## config.mk

```make
export PLATFORM = sky130hd
export DESIGN_NAME = wakeup_latency_pipeline
export DESIGN_NICKNAME = d
export VERILOG_FILES = /design/src/rtl/wakeup_latency_pipeline_pkg.sv /design/src/rtl/wakeup_delay_line.sv /design/src/rtl/wakeup_latency_pipeline.sv
export SDC_FILE = /design/constraint.sdc
export NUM_CORES = 1
export LEC_CHECK = 0
export CAP_MARGIN = 20
export CORE_UTILIZATION = 61
export CTS_CLUSTER_SIZE = 30
export DETAILED_ROUTE_END_ITERATION = 10
export GPL_ROUTABILITY_DRIVEN = 1
export PLACE_DENSITY_LB_ADDON = 0.05
export SLEW_MARGIN = 10
export SYNTH_ARGS = -nofsm -noshare
export SYNTH_HDL_FRONTEND = slang
export SYNTH_HIERARCHICAL = 1
export SYNTH_SLANG_ARGS = --single-unit
export TNS_END_PERCENT = 10
```

## constraint.sdc

```tcl
create_clock -name clk -period 5.2 [get_ports clk]
set_clock_uncertainty 0.1 [all_clocks]
set_input_delay 1.3 -clock clk [delete_from_list [all_inputs] [get_ports clk]]
set_output_delay 1.3 -clock clk [all_outputs]
set_load 0.005 [all_outputs]
```

## src/rtl/wakeup_latency_pipeline_pkg.sv

```systemverilog
// Shared defaults and helpers for the scheduler wakeup latency pipeline.
package wakeup_latency_pipeline_pkg;

  localparam int DEF_NUM_CH     = 4;
  localparam int DEF_IQ_ENTRIES = 16;
  localparam int DEF_MAX_LAT    = 4;

  // Map a requested latency onto the supported 1..maxLat window.
  function automatic int clampLat(input int lat, input int maxLat);
    if (lat < 1) return 1;
    if (lat > maxLat) return maxLat;
    return lat;
  endfunction

  // Index width for an array of n entries, never narrower than one bit.
  function automatic int indexWidth(input int n);
    return (n > 1) ? $clog2(n) : 1;
  endfunction

endpackage

```

## src/rtl/wakeup_delay_line.sv

```systemverilog
// One issue channel's wakeup delay line: slot k fires k+1 cycles after capture.
module wakeup_delay_line
  import wakeup_latency_pipeline_pkg::*;
#(
  parameter int IQ_ENTRIES = DEF_IQ_ENTRIES,
  parameter int IDX_W      = $clog2(IQ_ENTRIES),
  parameter int MAX_LAT    = DEF_MAX_LAT,
  parameter int LAT_W      = $clog2(MAX_LAT + 1)
) (
  input  logic                  clk,
  input  logic                  rst,
  input  logic                  stall,
  input  logic                  flush,
  input  logic                  selected,
  input  logic [IDX_W-1:0]      selectedPtr,
  input  logic [IQ_ENTRIES-1:0] selectedVector,
  input  logic [LAT_W-1:0]      selectedLat,
  output logic [MAX_LAT-1:0]    latBusy,
  output logic                  wakeup,
  output logic [IDX_W-1:0]      wakeupPtr,
  output logic [IQ_ENTRIES-1:0] wakeupVector,
  output logic                  collision
);

  localparam int SLOT_IDX_W = indexWidth(MAX_LAT);

  typedef struct packed {
    logic                  valid;
    logic [IDX_W-1:0]      ptr;
    logic [IQ_ENTRIES-1:0] vector;
  } delaySlot_t;

  localparam int SLOT_W = $bits(delaySlot_t);

  delaySlot_t [MAX_LAT-1:0] slotQ;
  delaySlot_t [MAX_LAT-1:0] slotD;
  logic [MAX_LAT-1:0]       slotValid;
  logic [SLOT_IDX_W-1:0]    insIdx;

  // Gather valid bits; latBusy[k] is the slot that shifts into insertion point k.
  always_comb begin
    for (int k = 0; k < MAX_LAT; k++) begin
      slotValid[k] = slotQ[k].valid;
    end
    latBusy = slotValid >> 1;
  end

  // Clamp the requested latency and flag a select that would land on an occupied slot.
  always_comb begin
    insIdx    = SLOT_IDX_W'(clampLat(int'(selectedLat), MAX_LAT) - 1);
    collision = selected & ~stall & latBusy[insIdx];
  end

  // Next slot contents: flush wins, stall holds, otherwise shift and insert.
  always_comb begin
    slotD = slotQ;
    if (flush) begin
      slotD = '0;
    end else if (!stall) begin
      slotD = slotQ >> SLOT_W;
      if (selected && !latBusy[insIdx]) begin
        slotD[insIdx] = '{valid: 1'b1, ptr: selectedPtr, vector: selectedVector};
      end
    end
  end

  // Slot storage.
  always_ff @(posedge clk or negedge rst) begin
    if (!rst) begin
      slotQ <= '0;
    end else begin
      slotQ <= slotD;
    end
  end

  // Slot 0 drives the wakeup bus; a stalled cycle presents no wakeup.
  always_comb begin
    wakeup       = slotQ[0].valid & ~stall;
    wakeupPtr    = slotQ[0].ptr;
    wakeupVector = slotQ[0].vector;
  end

endmodule

```

## src/rtl/wakeup_latency_pipeline.sv

```systemverilog
// Per-channel latency-delayed wakeup, one-cycle entry release and sticky collision flag.
module wakeup_latency_pipeline
  import wakeup_latency_pipeline_pkg::*;
#(
  parameter int NUM_CH     = DEF_NUM_CH,
  parameter int IQ_ENTRIES = DEF_IQ_ENTRIES,
  parameter int IDX_W      = $clog2(IQ_ENTRIES),
  parameter int MAX_LAT    = DEF_MAX_LAT,
  parameter int LAT_W      = $clog2(MAX_LAT + 1)
) (
  input  logic                               clk,
  input  logic                               rst,
  input  logic                               stall,
  input  logic                               flush,
  input  logic [NUM_CH-1:0]                  selected,
  input  logic [NUM_CH-1:0][IDX_W-1:0]       selectedPtr,
  input  logic [NUM_CH-1:0][IQ_ENTRIES-1:0]  selectedVector,
  input  logic [NUM_CH-1:0][LAT_W-1:0]       selectedLat,
  output logic [NUM_CH-1:0][MAX_LAT-1:0]     latBusy,
  output logic [NUM_CH-1:0]                  wakeup,
  output logic [NUM_CH-1:0][IDX_W-1:0]       wakeupPtr,
  output logic [NUM_CH-1:0][IQ_ENTRIES-1:0]  wakeupVector,
  output logic [NUM_CH-1:0]                  releaseEntry,
  output logic [NUM_CH-1:0][IDX_W-1:0]       releasePtr,
  output logic                               collisionErr
);

  logic [NUM_CH-1:0] chCollision;
  logic [NUM_CH-1:0] releaseQ;

  for (genvar ch = 0; ch < NUM_CH; ch++) begin : gChannel
    wakeup_delay_line #(
      .IQ_ENTRIES(IQ_ENTRIES),
      .IDX_W     (IDX_W),
      .MAX_LAT   (MAX_LAT),
      .LAT_W     (LAT_W)
    ) uDelayLine (
      .clk           (clk),
      .rst           (rst),
      .stall         (stall),
      .flush         (flush),
      .selected      (selected[ch]),
      .selectedPtr   (selectedPtr[ch]),
      .selectedVector(selectedVector[ch]),
      .selectedLat   (selectedLat[ch]),
      .latBusy       (latBusy[ch]),
      .wakeup        (wakeup[ch]),
      .wakeupPtr     (wakeupPtr[ch]),
      .wakeupVector  (wakeupVector[ch]),
      .collision     (chCollision[ch])
    );
  end

  // Release registers: capture every non-stalled select, even dropped or flushed ones.
  always_ff @(posedge clk or negedge rst) begin
    if (!rst) begin
      releaseQ   <= '0;
      releasePtr <= '0;
    end else if (stall) begin
      releaseQ   <= '0;
    end else begin
      releaseQ   <= selected;
      releasePtr <= selectedPtr;
    end
  end

  // A stalled cycle also withholds the release, which is not retried afterwards.
  always_comb begin
    releaseEntry = releaseQ & {NUM_CH{~stall}};
  end

  // Any channel collision latches the error until reset.
  always_ff @(posedge clk or negedge rst) begin
    if (!rst) begin
      collisionErr <= 1'b0;
    end else if (|chCollision) begin
      collisionErr <= 1'b1;
    end
  end

endmodule

```

==> key figures, run 1 <==
Routing
  – Starting DRC count in detailed routing: 1008
  – Routed length per instance: 19.50 µm
  – Vias/cell: 6.290
  – Routed Antenna Nets: 0
  – Drt total wl: 41.03 mm
  – TritonRoute pass-1 iters: 4
  – DRC Markers: 0
  – DR vias: 13234

Pwr
  – Pwr/cell area: 317.0 nW/µm²
  – Leakage: 8.455 nW
  – Maximum VDD drop: 0.2119 mV
  – Total power: 6.591 mW

Clock tree
  – Clock Tree Root: clkbuf_16
  – Skew-Pair Late Insertion Delay: 0.51 ns
  – Reg clk slew, reported paths: 0.06 ns
  – Hold-fix buffers, CTS: 0
  – Setup Buffers After CTS: 0
  – CTS max path bufs: 3
  – CTS Buf Count: 39
  – CTS resizes: 0
  – H-tree Lvls: 2
  – Clock Sinks: 357
  – CTS tree: built

Floorplan
  – Die ar.: 30040 µm²
  – Row cnt: 62
  – Chip height: 173.3 µm
  – Initial Utilization: 62.20%
  – I/O pins: 221
  – Core box area: 28780 µm²
  – Die W: 173.3 µm

Finish
  – Layout cells sized above 1: 11.98%
  – Layout area overhead: 16.17%
  – Most frequent cells in the layout: dfrtp_1, nor2b_1, nor3_1, clkdlybuf4s50_1, a2111oi_0
  – Nets@finish: 1799
  – Non-filler cells, final: 2104
  – Leading cell type in the layout, fill and taps excluded: dfrtp_1

Global routing
  – GRT Util Overall: 27.53%
  – Initial antenna violation count: 1
  – GR Overflow Total: 0
  – First-pass GRT wire length: 68.03 mm
  – Largest net degree at the start of global routing: 117
  – Vias in the first global route: 12758

Yosys
  – Cell area after synthesis: 17900 µm²
  – Leading area contributor after synthesis: dfrtp_1
  – Synth cell types: 43
  – Avg Inst Size Synth: 10.86 µm²
  – Syn Inst Count: 1648
  – Synthesized flop and latch total: 357
  – Share of the synthesized area in the top cell type: 49.90%
  – Synth Net Count: 1752
  – Warnings, synthesis: 6
  – Area contributors post-synth: dfrtp_1, nor2b_1, a2111oi_0, nor3_1, a2111oi_2
  – Seq/Total Area, Yosys: 49.90%

Worst setup path
  – Reg2reg end: gChannel[1].uDelayLine/wakeupVector[13]$_DFFE_PN0P_
  – Cell family with most CP delay: buffers and inverters
  – Critical Path RT: 5.44 ns
  – Worst-path cell chain: clkdlybuf4s50_1 -> nor2b_1 -> or2_2 -> ha_1 -> mux2_4 -> nor4b_4 -> buf_4 -> nor3_1 -> a2111oi_0
  – Worst R2R Path Depth: 5
  – Critical path's slowest cell: a2111oi_0
  – Worst path max stage delay: 0.52 ns
  – CP bufs+invs: 2
  – Crit path DAT: 4.32 ns
  – R2R setup slack: 2.81 ns
  – Crit start category: input pin
  – Crit Path Max Fanout: 41
  – Setup crit end kind: flop
  – Crit path kind: in2reg
  – R2r startpoint: gChannel[1].uDelayLine/latBusy[2]$_DFFE_PN0P_

STA
  – Fin. max-slew vios: 0
  – Final setup TNS: 0 ns
  – Final worst path period share: 78.32%
  – Fmax: 245.5 MHz
  – RSZ-0062 raised after global routing: no
  – Rel. slew slack: 36.62%
  – Hold WS: 0.3611 ns
  – Number of failing hold endpoints at the final stage: 0
  – Actual slew at the worst max-slew pin: 0.9507 ns
  – Tmin final: 4.073 ns
  – Setup violations, final: 0

Outcome
  – Outcome: finished, final reports clean

Placement
  – Placed cells: 2038
  – HPWL Detailed: 24.81 mm
  – GPL Wtd Cong: 0.7683
  – PortBufs: 216

Min path
  – Hold Path Depth: 2
  – Hold Path End: collisionErr$_DFFE_PN0P_
  – Worst hold start: collisionErr$_DFFE_PN0P_
  – Hold Crit Class: reg2reg

Flow run
  – Max Cap Viol: 0
logic make-up (layout without fill, tap and decap cells):
logic type / after synthesis / count (layout) / share of synthesized area [%]
fa+ha+maj: 4 / 4 / 0.2796
compound gates: 361 / 361 / 19.74
buf+inv: 263 / 334 / 8.422
simple gates: 635 / 635 / 19.76
other cells: 4 / 5 / 0.08384
flops: 357 / 357 / 49.90
mux: 24 / 24 / 1.817
report_power, final:
group	total, mW	internal [mW]	switching, mW
registers	3.03	2.94	0.0940
clock network	2.67	1.60	1.07
logic	0.888	0.423	0.466
total	6.59	4.96	1.63
cells in the mapped netlist (all sizes together):
library cell and instances:
nor3b 3, nand3b 4, a2bb2o 1, conb 4
or4b 4, nand2 16, nor3 248, buf 138
ha 4, nor4 1, mux2 20, nor2 86
or2 4, mux2i 4, or3b 1, nor2b 260
o21ai 3, a21boi 3, inv 8, a22o 80
nand2b 4, clkbuf 117, dfrtp 357, a2111oi 243
nor4b 4, o211ai 1, o22ai 4, a21o 4
o21bai 7, o31a 4, a21oi 11
tightest hold or removal path, stage by stage, from the launching register on:
cell     delay, ns
dfrtp_1       0.34
nor2_1        0.05
nand2_1       0.04
per-stage QoR:
stage               setup WS, ns  cell area [µm²]  util, %
floorplan                  1.468            17900        -
global placement          0.8055            19550    67.94
detailed placement        0.6900            19550    67.94
CTS                        1.120            20790    72.25
global route              0.9881            20800    72.26
finish                     1.127            20800    72.26
routing by layer:
metal  track usage [%]  routed length, µm
met1             40.05              18690
met2             43.07              19400
met3             4.825               2218
met4             6.785                726
met5                 0                  0
final cells by class:
cell class | count | area [µm²]
Clock inverter | 3 | 15.01
Fill cell | 2032 | 7984
Antenna cell | 1 | 2.502
Sequential cell | 357 | 8934
Multi-Input combinational cell | 1028 | 7521
Inverter | 8 | 30.03
Tap cell | 384 | 480.5
Timing Repair Buffer | 261 | 2589
Clock buffer | 62 | 1225
sequential cells by signal, summed over array words and instances (netlist names):
name / count
collisionErr: 1
gChannel.uDelayLine/latBusy: 12
gChannel.uDelayLine/slotQ: 244
gChannel.uDelayLine/wakeupPtr: 16
gChannel.uDelayLine/wakeupVector: 64
releasePtr: 16
releaseQ: 4
how the worst max path moves through the flow:
stage / from / end / slack, ns / cells after the start
2_1_floorplan: selectedLat[4] / gChannel[1].uDelayLine/slotQ[72]$_DFFE_PN0P_ / 1.47 / 8
3_3_place_gp: selectedLat[4] / gChannel[1].uDelayLine/slotQ[81]$_DFFE_PN0P_ / 0.81 / 9
3_5_place_dp: selectedLat[10] / gChannel[3].uDelayLine/slotQ[53]$_DFFE_PN0P_ / 0.69 / 9
4_1_cts: selectedLat[10] / gChannel[3].uDelayLine/slotQ[48]$_DFFE_PN0P_ / 1.12 / 9
5_1_grt: selectedLat[4] / gChannel[1].uDelayLine/wakeupVector[13]$_DFFE_PN0P_ / 0.99 / 9
6_report: selectedLat[4] / gChannel[1].uDelayLine/wakeupVector[13]$_DFFE_PN0P_ / 1.13 / 9
Note: power is estimated with default switching activity, not from simulation.
==> run 2: changes to the inputs <==
--- a/config.mk
+++ b/config.mk
@@ -6,7 +6,7 @@
 export NUM_CORES = 1
 export LEC_CHECK = 0
 export CAP_MARGIN = 20
-export CORE_UTILIZATION = 61
+export CORE_UTILIZATION = 51
 export CTS_CLUSTER_SIZE = 30
 export DETAILED_ROUTE_END_ITERATION = 10
 export GPL_ROUTABILITY_DRIVEN = 1
==> constraint.sdc (replaced) <==
create_clock -name clk -period 3.6 [get_ports clk]
set_clock_uncertainty 0.1 [all_clocks]
set_input_delay 0.9 -clock clk [delete_from_list [all_inputs] [get_ports clk]]
set_output_delay 0.9 -clock clk [all_outputs]
set_load 0.005 [all_outputs]
==> key figures, run 2 (synthesis results as in run 1) <==
Routing
  – Starting DRC count in detailed routing: 665
  – DRC Markers: 0
  – Highest metal used: met4
  – Drt total wl: 42.69 mm
  – Wl on met1: 20.03 mm
  – DR vias: 13143
  – Routed Antenna Nets: 0
  – Met3 WL: 2.041 mm
  – Met2 routed WL: 19.62 mm
  – Routed length per instance: 19.15 µm
  – Vias/cell: 5.896
  – TritonRoute pass-1 iters: 5

Worst setup path
  – Critical Path RT: 3.88 ns
  – CP bufs+invs: 3
  – Worst path max stage delay: 0.44 ns
  – Worst R2R Path Depth: 6
  – Crit path kind: in2reg
  – Reg2reg end: gChannel[3].uDelayLine/wakeupVector[0]$_DFFE_PN0P_
  – R2R setup slack: 1.32 ns
  – Critical path's slowest cell: clkdlybuf4s50_1
  – Worst-path cell chain: clkdlybuf4s50_1 -> nor2b_1 -> or2_2 -> ha_1 -> mux2_4 -> buf_4 -> nor4b_4 -> buf_12 -> nor3_1 -> a2111oi_0
  – Crit Path Max Fanout: 40
  – Worst setup endpoint: gChannel[1].uDelayLine/wakeupVector[2]$_DFFE_PN0P_
  – Instance count on the critical path: 10
  – Setup crit end kind: flop
  – R2r startpoint: gChannel[3].uDelayLine/latBusy[0]$_DFFE_PN0P_
  – Cell family with most CP delay: buffers and inverters
  – Crit start category: input pin
  – Crit path from: selectedLat[4]
  – Crit path DAT: 3.70 ns

Pwr
  – Maximum VDD drop: 0.4430 mV
  – Int Power: 7.280 mW
  – Pwr/cell area: 451.6 nW/µm²
  – Reg power frac: 45.0%
  – Net switching power figure: 2.440 mW
  – Leakage: 8.791 nW
  – Total power: 9.721 mW
  – Clock share of power: 41.1%
  – Sw frac: 25.10%
  – Power share of the combinational group: 13.9%

STA
  – Actual slew at the worst max-slew pin: 0.8939 ns
  – Final setup TNS: 0 ns
  – Setup violations, final: 0
  – RSZ-0062 raised after global routing: no
  – Rel. slew slack: 40.41%
  – Number of failing hold endpoints at the final stage: 0
  – Fin. max-slew vios: 0
  – Tmin final: 3.421 ns
  – Fmax: 292.3 MHz
  – Final worst path period share: 95.02%

Outcome
  – Outcome: finished, final reports clean

Clock tree
  – Clock Tree Root: clkbuf_16
  – H-tree Lvls: 2
  – CTS tree: built
  – Clock Sinks: 357
  – CTS Buf Count: 40
  – Reg clk slew, reported paths: 0.06 ns
  – CTS max path bufs: 3
  – Skew-Pair Late Insertion Delay: 0.54 ns
  – Setup Buffers After CTS: 0

Placement
  – GPL Wtd Cong: 0.7929
  – PortBufs: 216
  – HPWL Detailed: 26.55 mm

Floorplan
  – I/O pins: 221
  – Die W: 189.4 µm
  – Core box area: 34540 µm²
  – Die ar.: 35860 µm²
  – Row cnt: 68
  – Chip height: 189.4 µm
  – Initial Utilization: 51.83%

Finish
  – Leading cell type in the layout, fill and taps excluded: dfrtp_1
  – Layout cells sized above 1: 14.83%
  – Register name with the most flops: gChannel.uDelayLine/slotQ
  – Nets@finish: 1851
  – Number of diodes: 0
  – Largest register FFs: 244
  – Layout area overhead: 20.24%
  – Most frequent cells in the layout: dfrtp_1, nor2b_1, nor3_1, clkdlybuf4s50_1, a2111oi_0

Global routing
  – GR Overflow Total: 0
  – GRT Util Overall: 24.37%
  – Initial antenna violation count: 0
  – Largest net degree at the start of global routing: 123
  – Vias in the first global route: 13378
  – First-pass GRT wire length: 70.92 mm

Min path
  – Hold Crit Class: in2async

Flow run
  – Max Cap Viol: 0
## run 2: through the flow
stage	setup slack, ns	hold slack [ns]	cell area (µm²)	cells	utilization, %
finish	0.1793	0.1147	21530	2229	62.32
detailed placement	-0.3774	0.3689	20230	2160	58.58
CTS	0.1730	0.1032	21520	2229	62.31
floorplan	0.2685	0.3522	17900	1648	-
global route	0.02541	0.1169	21530	2229	62.32
global placement	-0.1864	0.3672	20230	2160	58.58
## run 2: final cells by class
class	instances	area, µm²
multi-input combinational	1028	7530
fill	2853	13020
inverter	8	30.03
timing repair buffer	312	3173
sequential	357	8934
clock buffer	64	1254
clock inverter	5	36.28
tap	455	569.3
## run 2: repair_timing
item,CTS,global route
resized for setup,0,1
hold buffers,0,0
setup endpoints to repair,0,1
## run 2: routing by layer
metal  global-route usage [%]  up-vias
li1                         -     6235
met1                    34.32     6573
met2                    38.45      270
met3                    4.374       65
met4                    7.227        0
met5                        0        -
## run 2: worst min path at each step
stage | slack, ns | endpoint | cells after the start | start
floorplan | 0.35 | collisionErr$_DFFE_PN0P_ | 2 | collisionErr$_DFFE_PN0P_
global placement | 0.37 | collisionErr$_DFFE_PN0P_ | 2 | collisionErr$_DFFE_PN0P_
detailed placement | 0.37 | collisionErr$_DFFE_PN0P_ | 2 | collisionErr$_DFFE_PN0P_
CTS | 0.10 | gChannel[2].uDelayLine/slotQ[30]$_DFFE_PN0P_ | 1 | rst
global route | 0.12 | gChannel[2].uDelayLine/wakeupVector[7]$_DFFE_PN0P_ | 1 | rst
finish | 0.11 | gChannel[2].uDelayLine/wakeupVector[7]$_DFFE_PN0P_ | 1 | rst
## run 2: power by group through the flow
stage / logic [mW] / clock network, mW / registers, mW
floorplan: 0.813 / 0 / 4.41
finish: 1.35 / 4.00 / 4.37
global placement: 1.34 / 0 / 4.44
CTS: 1.37 / 4.11 / 4.37
global route: 1.49 / 4.26 / 4.40
detailed placement: 1.36 / 0 / 4.44
==> run 3: changes to the inputs <==
--- a/config.mk
+++ b/config.mk
@@ -5,6 +5,7 @@
 export SDC_FILE = /design/constraint.sdc
 export NUM_CORES = 1
 export LEC_CHECK = 0
+export ABC_CLOCK_PERIOD_IN_PS = 3600
 export CAP_MARGIN = 20
 export CORE_UTILIZATION = 51
 export CTS_CLUSTER_SIZE = 30
==> results of run 3 <==
The final DEF is identical to that of run 2; final timing and power are the same.
